## src/rtl/bp_cfg_loader_pkg.sv

```systemverilog
// rtl/bp_cfg_loader_pkg.sv - shared widths, cfg write packet and loader state for bp_cfg_loader
package bp_cfg_loader_pkg;

  typedef struct packed {
    int unsigned cfg_core_width;
    int unsigned cfg_addr_width;
    int unsigned cfg_data_width;
  } bp_proc_param_s;

  localparam bp_proc_param_s BP_PROC_PARAM = '{
    cfg_core_width: 8,
    cfg_addr_width: 16,
    cfg_data_width: 32
  };

  localparam int unsigned CFG_CORE_WIDTH = BP_PROC_PARAM.cfg_core_width;
  localparam int unsigned CFG_ADDR_WIDTH = BP_PROC_PARAM.cfg_addr_width;
  localparam int unsigned CFG_DATA_WIDTH = BP_PROC_PARAM.cfg_data_width;

  // One config write as seen on the link: destination core, address, data.
  typedef struct packed {
    logic [CFG_CORE_WIDTH-1:0] core;
    logic [CFG_ADDR_WIDTH-1:0] addr;
    logic [CFG_DATA_WIDTH-1:0] data;
  } bp_cfg_pkt_s;

  typedef enum logic [1:0] {
    ST_IDLE = 2'd0,
    ST_SEND = 2'd1,
    ST_DONE = 2'd2
  } loader_state_e;

  // Index width that never collapses to zero bits for a single-entry table.
  function automatic int unsigned safe_clog2(input int unsigned n);
    return (n <= 1) ? 1 : $clog2(n);
  endfunction

endpackage

```

## src/rtl/bp_cfg_loader_if.sv

```systemverilog
// rtl/bp_cfg_loader_if.sv - valid/ready config write link between loader and receivers
interface bp_cfg_loader_if #(
  parameter int core_width_p = 8,
  parameter int addr_width_p = 16,
  parameter int data_width_p = 32
);
  logic                    cfg_v;
  logic                    cfg_ready;
  logic [core_width_p-1:0] cfg_core;
  logic [addr_width_p-1:0] cfg_addr;
  logic [data_width_p-1:0] cfg_data;

  modport master (
    output cfg_v, cfg_core, cfg_addr, cfg_data,
    input  cfg_ready
  );

  modport slave (
    input  cfg_v, cfg_core, cfg_addr, cfg_data,
    output cfg_ready
  );
endinterface

```

## src/rtl/bp_cfg_loader_next_entry.sv

```systemverilog
// rtl/bp_cfg_loader_next_entry.sv - first enabled entry above an index (or from the start)
module bp_cfg_loader_next_entry #(
  parameter int num_entries_p = 8,
  parameter int idx_width_p   = 3
) (
  input  logic [num_entries_p-1:0] en_i,
  input  logic [idx_width_p-1:0]   cur_i,
  input  logic                     from_start_i,
  output logic                     found_o,
  output logic [idx_width_p-1:0]   idx_o
);

  // Scan high to low so the last hit written is the lowest qualifying index.
  always_comb begin
    found_o = 1'b0;
    idx_o   = '0;
    for (int k = num_entries_p - 1; k >= 0; k--) begin
      if (en_i[k] && (from_start_i || (k > int'(cur_i)))) begin
        found_o = 1'b1;
        idx_o   = idx_width_p'(k);
      end
    end
  end

endmodule

```

## src/rtl/bp_cfg_loader.sv

```systemverilog
// rtl/bp_cfg_loader.sv - walks cores x enabled table entries onto the config link, then flags done
module bp_cfg_loader
  import bp_cfg_loader_pkg::*;
#(
  parameter int num_core_p       = 1,
  parameter int num_entries_p    = 8,
  parameter int cfg_core_width_p = CFG_CORE_WIDTH,
  parameter int cfg_addr_width_p = CFG_ADDR_WIDTH,
  parameter int cfg_data_width_p = CFG_DATA_WIDTH
) (
  input  logic                                                    clk_i,
  input  logic                                                    reset_i,
  input  logic                                                    start_i,
  input  logic [num_entries_p-1:0]                                entry_en_i,
  input  logic [num_entries_p*(cfg_addr_width_p+cfg_data_width_p)-1:0] cfg_table_i,
  bp_cfg_loader_if.master                                         cfg_if,
  output logic                                                    busy_o,
  output logic                                                    done_o
);

  localparam int ENTRY_W  = cfg_addr_width_p + cfg_data_width_p;
  localparam int CORE_CW  = $clog2(num_core_p + 1);
  localparam int ENTRY_CW = safe_clog2(num_entries_p);
  localparam logic [CORE_CW-1:0] LAST_CORE = CORE_CW'(num_core_p - 1);

  loader_state_e                state_q, state_d;
  logic [CORE_CW-1:0]           core_q, core_d;
  logic [ENTRY_CW-1:0]          entry_q, entry_d;
  logic                         v_q, v_d;
  logic                         busy_q, busy_d;
  logic                         done_q, done_d;
  logic [cfg_addr_width_p-1:0]  addr_q, addr_d;
  logic [cfg_data_width_p-1:0]  data_q, data_d;

  logic [ENTRY_W-1:0]           tbl [num_entries_p];
  logic                         first_found, next_found;
  logic [ENTRY_CW-1:0]          first_idx, next_idx;

  for (genvar g = 0; g < num_entries_p; g++) begin : g_unpack
    assign tbl[g] = cfg_table_i[g*ENTRY_W +: ENTRY_W];
  end

  bp_cfg_loader_next_entry #(
    .num_entries_p (num_entries_p),
    .idx_width_p   (ENTRY_CW)
  ) u_first (
    .en_i         (entry_en_i),
    .cur_i        ('0),
    .from_start_i (1'b1),
    .found_o      (first_found),
    .idx_o        (first_idx)
  );

  bp_cfg_loader_next_entry #(
    .num_entries_p (num_entries_p),
    .idx_width_p   (ENTRY_CW)
  ) u_next (
    .en_i         (entry_en_i),
    .cur_i        (entry_q),
    .from_start_i (1'b0),
    .found_o      (next_found),
    .idx_o        (next_idx)
  );

  // Next-state and next-output computation; outputs are registered so they hold while stalled.
  always_comb begin
    state_d = state_q;
    core_d  = core_q;
    entry_d = entry_q;
    v_d     = v_q;
    busy_d  = busy_q;
    done_d  = done_q;
    addr_d  = addr_q;
    data_d  = data_q;
    case (state_q)
      ST_IDLE, ST_DONE: begin
        if (start_i) begin
          done_d = 1'b0;
          if (first_found) begin
            state_d          = ST_SEND;
            core_d           = '0;
            entry_d          = first_idx;
            v_d              = 1'b1;
            busy_d           = 1'b1;
            {addr_d, data_d} = tbl[first_idx];
          end else begin
            state_d = ST_DONE;
            done_d  = 1'b1;
          end
        end
      end
      ST_SEND: begin
        // start_i is deliberately not looked at here.
        if (cfg_if.cfg_ready) begin
          if (next_found) begin
            entry_d          = next_idx;
            {addr_d, data_d} = tbl[next_idx];
          end else if (core_q == LAST_CORE) begin
            state_d = ST_DONE;
            v_d     = 1'b0;
            busy_d  = 1'b0;
            done_d  = 1'b1;
            core_d  = '0;
            entry_d = '0;
            addr_d  = '0;
            data_d  = '0;
          end else begin
            core_d           = core_q + CORE_CW'(1);
            entry_d          = first_idx;
            {addr_d, data_d} = tbl[first_idx];
          end
        end
      end
      default: begin
        state_d = ST_IDLE;
        v_d     = 1'b0;
        busy_d  = 1'b0;
        done_d  = 1'b0;
      end
    endcase
  end

  // State, counters and output registers; reset drops every output immediately.
  always_ff @(posedge clk_i or posedge reset_i) begin
    if (reset_i) begin
      state_q <= ST_IDLE;
      core_q  <= '0;
      entry_q <= '0;
      v_q     <= 1'b0;
      busy_q  <= 1'b0;
      done_q  <= 1'b0;
      addr_q  <= '0;
      data_q  <= '0;
    end else begin
      state_q <= state_d;
      core_q  <= core_d;
      entry_q <= entry_d;
      v_q     <= v_d;
      busy_q  <= busy_d;
      done_q  <= done_d;
      addr_q  <= addr_d;
      data_q  <= data_d;
    end
  end

  assign cfg_if.cfg_v    = v_q;
  assign cfg_if.cfg_core = cfg_core_width_p'(core_q);
  assign cfg_if.cfg_addr = addr_q;
  assign cfg_if.cfg_data = data_q;
  assign busy_o          = busy_q;
  assign done_o          = done_q;

endmodule

```

## src/flat_wrapper.sv

```systemverilog
// flat-port wrapper written by rule: the top's interface ports become plain ports
module bp_cfg_loader_flat import bp_cfg_loader_pkg::*;
#(
  parameter int num_core_p       = 1,
  parameter int num_entries_p    = 8,
  parameter int cfg_core_width_p = CFG_CORE_WIDTH,
  parameter int cfg_addr_width_p = CFG_ADDR_WIDTH,
  parameter int cfg_data_width_p = CFG_DATA_WIDTH
)
  (clk_i, reset_i, start_i, entry_en_i, cfg_table_i, busy_o, done_o, cfg_if_cfg_v, cfg_if_cfg_core, cfg_if_cfg_addr, cfg_if_cfg_data, cfg_if_cfg_ready);
  bp_cfg_loader_if #(.core_width_p(8), .addr_width_p(16), .data_width_p(32)) cfg_if_i ();
  input  logic clk_i;
  input  logic reset_i;
  input  logic start_i;
  input  logic [num_entries_p-1:0] entry_en_i;
  input  logic [num_entries_p*(cfg_addr_width_p+cfg_data_width_p)-1:0] cfg_table_i;
  output logic busy_o;
  output logic done_o;
  output wire logic [$bits(cfg_if_i.cfg_v)-1:0] cfg_if_cfg_v;
  output wire logic [$bits(cfg_if_i.cfg_core)-1:0] cfg_if_cfg_core;
  output wire logic [$bits(cfg_if_i.cfg_addr)-1:0] cfg_if_cfg_addr;
  output wire logic [$bits(cfg_if_i.cfg_data)-1:0] cfg_if_cfg_data;
  input wire logic [$bits(cfg_if_i.cfg_ready)-1:0] cfg_if_cfg_ready;
  assign cfg_if_cfg_v = cfg_if_i.cfg_v;
  assign cfg_if_cfg_core = cfg_if_i.cfg_core;
  assign cfg_if_cfg_addr = cfg_if_i.cfg_addr;
  assign cfg_if_cfg_data = cfg_if_i.cfg_data;
  assign cfg_if_i.cfg_ready = cfg_if_cfg_ready;
  bp_cfg_loader #(.num_core_p(num_core_p), .num_entries_p(num_entries_p), .cfg_core_width_p(cfg_core_width_p), .cfg_addr_width_p(cfg_addr_width_p), .cfg_data_width_p(cfg_data_width_p)) u_core (.clk_i(clk_i), .reset_i(reset_i), .start_i(start_i), .entry_en_i(entry_en_i), .cfg_table_i(cfg_table_i), .cfg_if(cfg_if_i), .busy_o(busy_o), .done_o(done_o));
endmodule
```

## config.mk

```make
export PLATFORM = sky130hd
export DESIGN_NAME = bp_cfg_loader_flat
export DESIGN_NICKNAME = d
export VERILOG_FILES = /design/src/rtl/bp_cfg_loader_pkg.sv /design/src/rtl/bp_cfg_loader_if.sv /design/src/rtl/bp_cfg_loader_next_entry.sv /design/src/rtl/bp_cfg_loader.sv /design/src/flat_wrapper.sv
export SDC_FILE = /design/constraint.sdc
export NUM_CORES = 1
export LEC_CHECK = 0
export BUFFER_PORTS_ARGS = -buffer_cell sky130_fd_sc_hd__buf_2
export CAP_MARGIN = 5
export CORE_AREA = 5 5 176 178
export CTS_CLUSTER_DIAMETER = 150
export CTS_CLUSTER_SIZE = 8
export DETAILED_ROUTE_END_ITERATION = 8
export DIE_AREA = 0 0 181 183
export SYNTH_ARGS = -nofsm -noshare
export SYNTH_HDL_FRONTEND = slang
export SYNTH_HIERARCHICAL = 1
export SYNTH_SLANG_ARGS = --single-unit
```

## constraint.sdc

```tcl
create_clock -name clk_i -period 2.6 [get_ports clk_i]
set_input_delay 0.52 -clock clk_i [delete_from_list [all_inputs] [get_ports clk_i]]
set_output_delay 0.52 -clock clk_i [all_outputs]
set_load 0.05 [all_outputs]
```

# After elaboration in Yosys (flattened, before gate mapping)
# Index checks and enable logic that the tools add are counted.
# totals
inputBits	396
regBits	56
# classes
n_reduce_logical	14
add_sub_neg	1
n_eq_ne	7
n_mux	78
bitwise	2
order_cmp	9
# ops
operator	count
$bmux 48 s3	2
$mux 48	4
$mux 32	5
$mux 16	5
$pmux 32 s2	1
$mux 3	20
$pmux 16 s2	1
$mux 1	30
$gt 3x3->1 const A	4
$mux 2	5
$reduce_and 5->1	2
$ge 4x4->1 const B	2
$ne 2x2->1 const B	4
$not 3->4	2
$reduce_and 4->1	2
$logic_and 1x1->1	7
$gt 2x3->1 const A	2
$pmux 1 s2	3
$pmux 3 s2	1
$pmux 2 s2	1
$gt 1x3->1 const A	1
$eq 2x1->1 const B	1
$eq 2x2->1 const B	1
$logic_not 2->1	1
other kinds (4)	4

# Longest topological paths before layout
# logic_depth
ltp_word	16
ltp_mapped	11

# Modules after synthesis
# Netlist, hierarchy kept.
# modules_own_cells
module	area_per_inst_um2	instances	cells_each
bp_cfg_loader	7915.1	1	674
bp_cfg_loader_next_entry	281.5	2	38

# Worst setup path after synthesis
# No wires, ideal clock.
# synth_path
path_kind	register to register
start	reg u_core.entry_q[0]
end	reg u_core.addr_q[0] (netlist: u_core/cfg_if.cfg_addr[0])
period_less_slack_ns	2.437
arrival_time_ns	2.307
setup_time_ns	0.130
stages_incl_launch_ff	12
slack_ns	0.163
path_cell_list	dfrtp_1 buf_4 nor2b_1 o21ai_0 a22oi_1 o31ai_2 buf_6 buf_2 mux4_2 nand2_1 o221a_1 a31oi_1
# synth_via
elab_chain_len	16
# synth_rtl
element	line_no	text
start, declared	bp_cfg_loader.sv:28	logic [ENTRY_CW-1:0] entry_q, entry_d;
start signal, assigned	bp_cfg_loader.sv:137	entry_q <= entry_d;
$gt 3x3->1	bp_cfg_loader_next_entry.sv:18	if (en_i[k] && (from_start_i || (k > int'(cur_i)))) begin
$logic_and 1x1->1	bp_cfg_loader_next_entry.sv:18	
$mux 3 (6 in series)	bp_cfg_loader_next_entry.sv:18	
$mux 3 *	bp_cfg_loader_next_entry.sv:18	
named net u_core.next_idx[0]	bp_cfg_loader.sv:37	logic [ENTRY_CW-1:0] first_idx, next_idx;
$not 3->4 (implied by the code) *	bp_cfg_loader.sv:97	{addr_d, data_d} = tbl[next_idx];
$bmux 48 s3 *	bp_cfg_loader.sv:97	
$mux 48 (implied by the code) * (2 in series)	bp_cfg_loader.sv:97	
$mux 16 *	bp_cfg_loader.sv:95	if (next_found) begin
$mux 16 *	bp_cfg_loader.sv:94	if (cfg_if.cfg_ready) begin
$pmux 16 s2 *	bp_cfg_loader.sv:75	case (state_q)
end signal, assigned	bp_cfg_loader.sv:141	addr_q <= addr_d;
end, declared	bp_cfg_loader.sv:32	logic [cfg_addr_width_p-1:0] addr_q, addr_d;
# Mark *: on every way through the listed nets, which the timed path passes. The rest lies on a longest branch. The select of a mux whose other input is x is not followed.
# A chain may end at the register's enable or synchronous reset.

# Worst setup path after layout
# layout_path
start	reg u_core.entry_q[2]
end	reg u_core.addr_q[5] (netlist: u_core/cfg_if.cfg_addr[5])
# Same word-level chain as after synthesis.

==> out/metrics.yaml <==
clock_network:
  clk_pin_slew_ps: 80
  clk_path_buf_depth: 2
  h-tree-depth: 2
  worstSkewPairLatency_ps: 310
  clockRootBuffer: "clkbuf_16"
  cts_tree: "yes"
  cts_sinks: 54
  cts_made_buffers: 5
power:
  p_sw_frac: 0.4926
  vdd.ir_drop.worst_mv: 0.4597
  comb_power_share: 0.760
  switchingPower_mw: 5.292
  intPower_mw: 5.452
  powerDensity_nw_per_um2: 867.9
  pwr-share-seq: 0.150
  p_leak_nw: 5.277
  p_clk_frac: 0.090
sta:
  worst_pin_slew_ps: 786.5
  setup_viol: 14
  rsz0062_at_grt: "yes"
  skew_ps: 8.957
  max_clock_freq_mhz: 377.9
  drv_slew: 0
  fin_crit_ps: 2646
  fin_crit_sh: 1.018
  hold_viol_final: 0
  slew_headroom: 0.4757
  layout_setup_ws_ps: -46.06
critical_path:
  reg2reg_slack_ps: -50
  arrival_ps: 2830
  end_kind: "register"
  path_buf_inv: 3
  critical_path.top_delay_family: "multiplexers"
  cp_slowest_cell: "dfrtp_2"
  r2r-end: "u_core/cfg_if.cfg_addr[5]$_DFFE_PP0P_"
  cp-start-kind: "register"
  path_class: "reg -> reg"
  crit_chain: "nand3b_4 -> mux2i_1 -> a22oi_2 -> o31ai_4 -> buf_4 -> clkbuf_16 -> buf_4 -> mux4_2 -> nand2_1 -> o221a_1 -> a31oi_1"
  r2r_start: "u_core/entry_q[2]$_DFFE_PP0P_"
  critPathMostFrequentCell: "buf_4"
  cpPeakStageDelay_ps: 480
  reg2reg_depth: 11
  cp_max_fo: 8
  required_ps: 2780
floorplan:
  coreArea_sq_um: 29240
  die_h_um: 183
  core.rowCount: 63
  die-area_sq_um: 33120
  die_x_um: 181
  io-pin-count: 455
  initial_core_util: 0.2899
synthesis:
  ys_ff_latch: 54
  synth_top_area_cell: "mux4_2"
  avgSynthCellArea_sq_um: 11.30
  syn-instance-count: 750
  async_flop_share: 1.000
  yosysWarningCount: 6
  synth.top_cell.area_share: 0.3772
  synth_cell_types: 51
  yosysMostFrequentCell: "mux4_2"
  ys.flop_type: "dfrtp_1"
  synthTopCellsByCount: "mux4_2 (142), mux2i_1 (96), nand2_1 (60)"
  synth_area_leaders: "mux4_2 (38%), dfrtp_1 (16%), mux2i_1 (11%)"
  synth_area_sq_um: 8478
  synth_edf_count: 0
  ys_seq_area_frac: 0.1594
finish:
  stdcell_count: 1630
  drive_gt1_frac: 0.6252
  utilization: 0.4233
  area_delta_synth_final_pct: 46.02
  fin_nets: 1633
detailed_routing:
  dr.pass1.iters: 5
  ant_nets: 0
  viasPerCell: 5.747
  drt_wl_total_um: 37780
  routedWlPerCell_um: 23.17
  route.detailed.drc: 0
  first_iter_violations: 625
  dr_total_vias: 9367
grt:
  grt_usage: 0.2071
  gr-total-overflow: 0
  grt_start_max_net_pins: 61
  first_global_vias: 9457
  antenna_found_initial: 5
  grt_pass1_wl_um: 54360
run_status:
  status: "finished with violations"
  violations: "negative setup slack"
placed_design:
  gp_congestion: 0.8964
  dpl.hpwl_um: 29820
  port_buffers: 446
  dpl.cell_count: 1599
worst_hold_path:
  hold_path.class: "in -> async"
job:
  max_cap_violations: 0
[worst reg2reg max path, cell delays in order, from the launching register on]
cell and delay [ps]:
dfrtp_2 480, nand3b_4 110, mux2i_1 210, a22oi_2 90
o31ai_4 260, buf_4 190, clkbuf_16 170, buf_4 130
mux4_2 480, nand2_1 80, o221a_1 230, a31oi_1 100
[layer usage]
| metal | track usage | wire length [um] | vias up |
|---|---|---|---|
| li1 | - | - | 4094 |
| met3 | 0.04839 | 3619 | 94 |
| met2 | 0.3707 | 19010 | 603 |
| met4 | 0.07025 | 1538 | 6 |
| met1 | 0.2460 | 13560 | 4570 |
| met5 | 0 | 47 | - |
[layout by cell type (no fill, tap or decap), types with 4 or more instances in the layout]
master,instances
nand2_2,4
a31oi_1,44
o22ai_1,4
buf_12,25
buf_2,446
nand2b_1,4
conb_1,19
o221a_1,35
buf_6,7
nand2_1,56
o221a_2,7
clkbuf_16,8
dfrtp_1,51
o32a_1,4
mux4_2,142
a22oi_2,21
nor2_1,55
mux2i_1,96
a22oi_1,28
nand3b_1,5
mux2_2,5
a21oi_1,8
buf_4,78
nor2b_1,9
o21ai_0,11
[timing repair]
action                     in CTS  in global routing
gates cloned                    0                  4
gates resized for setup         3                 43
pin swaps                       0                  6
hold buffers                    0                  0
buffers inserted                0                 17
setup endpoints to repair       6                 47
[worst max path at each step]
stage | start | end | cells past startpoint
2_1_floorplan | u_core/entry_q[0]$_DFFE_PP0P_ | u_core/cfg_if.cfg_addr[0]$_DFFE_PP0P_ | 11
3_3_place_gp | entry_en_i[5] | u_core/cfg_if.cfg_data[25]$_DFFE_PP0P_ | 11
3_5_place_dp | entry_en_i[5] | u_core/cfg_if.cfg_data[25]$_DFFE_PP0P_ | 11
4_1_cts | u_core/entry_q[0]$_DFFE_PP0P_ | u_core/cfg_if.cfg_data[25]$_DFFE_PP0P_ | 10
5_1_grt | u_core/entry_q[1]$_DFFE_PP0P_ | u_core/cfg_if.cfg_data[24]$_DFFE_PP0P_ | 10
6_report | u_core/entry_q[2]$_DFFE_PP0P_ | u_core/cfg_if.cfg_addr[5]$_DFFE_PP0P_ | 11
[state kept, by name (all words and copies together) (netlist names)]
register	cells
u_core/cfg_if.cfg_data	32
u_core/state_q	2
u_core/cfg_if.cfg_addr	16
u_core/entry_q	3
u_core/busy_o	1
[kinds of logic (layout without fill, tap and decap cells)]
group / count (synthesis) / after routing / synth area share
compound gates: 186 / 186 / 0.1786
mux: 243 / 243 / 0.4972
flops: 54 / 54 / 0.1594
buf+inv: 103 / 574 / 0.07099
other cells: 2 / 21 / 0.0008858
simple gates: 162 / 162 / 0.09298
[cell type report]
type,instances,area [sq um]
fillers,2826,16860
multi-input cells,610,6753
clock buffers,6,138.9
repair buffers,564,3572
clock inverters,2,60.06
inverters,2,7.507
flip-flops and latches,54,1355
diodes,2,5.005
well taps,390,488.0
[power groups by stage]
stage                     registers, mW  clock network, mW  logic [mW]
after CTS                          1.61               1.00        7.65
after floorplan                    2.90                  0        3.98
after global routing               1.65               1.02        8.63
final                              1.61              0.970        8.17
after global placement             1.62                  0        7.58
after detailed placement           1.62                  0        7.64
[per-stage QoR]
stage                     hold slack [ps]  power, mW  cell area, sq um  setup TNS (ps)  worst slack (ps)
after floorplan                     489.5      6.873              8542               0             163.4
after global placement              491.0      9.198             11730           -4336            -133.7
after detailed placement            491.7      9.257             11730           -6439            -188.2
after CTS                           363.0      10.26             11940               0             1.370
after global routing                397.7      11.31             12380           -3154            -149.6
final                               344.3      10.74             12380          -256.3            -46.06
(Power assumes the default switching activity.)
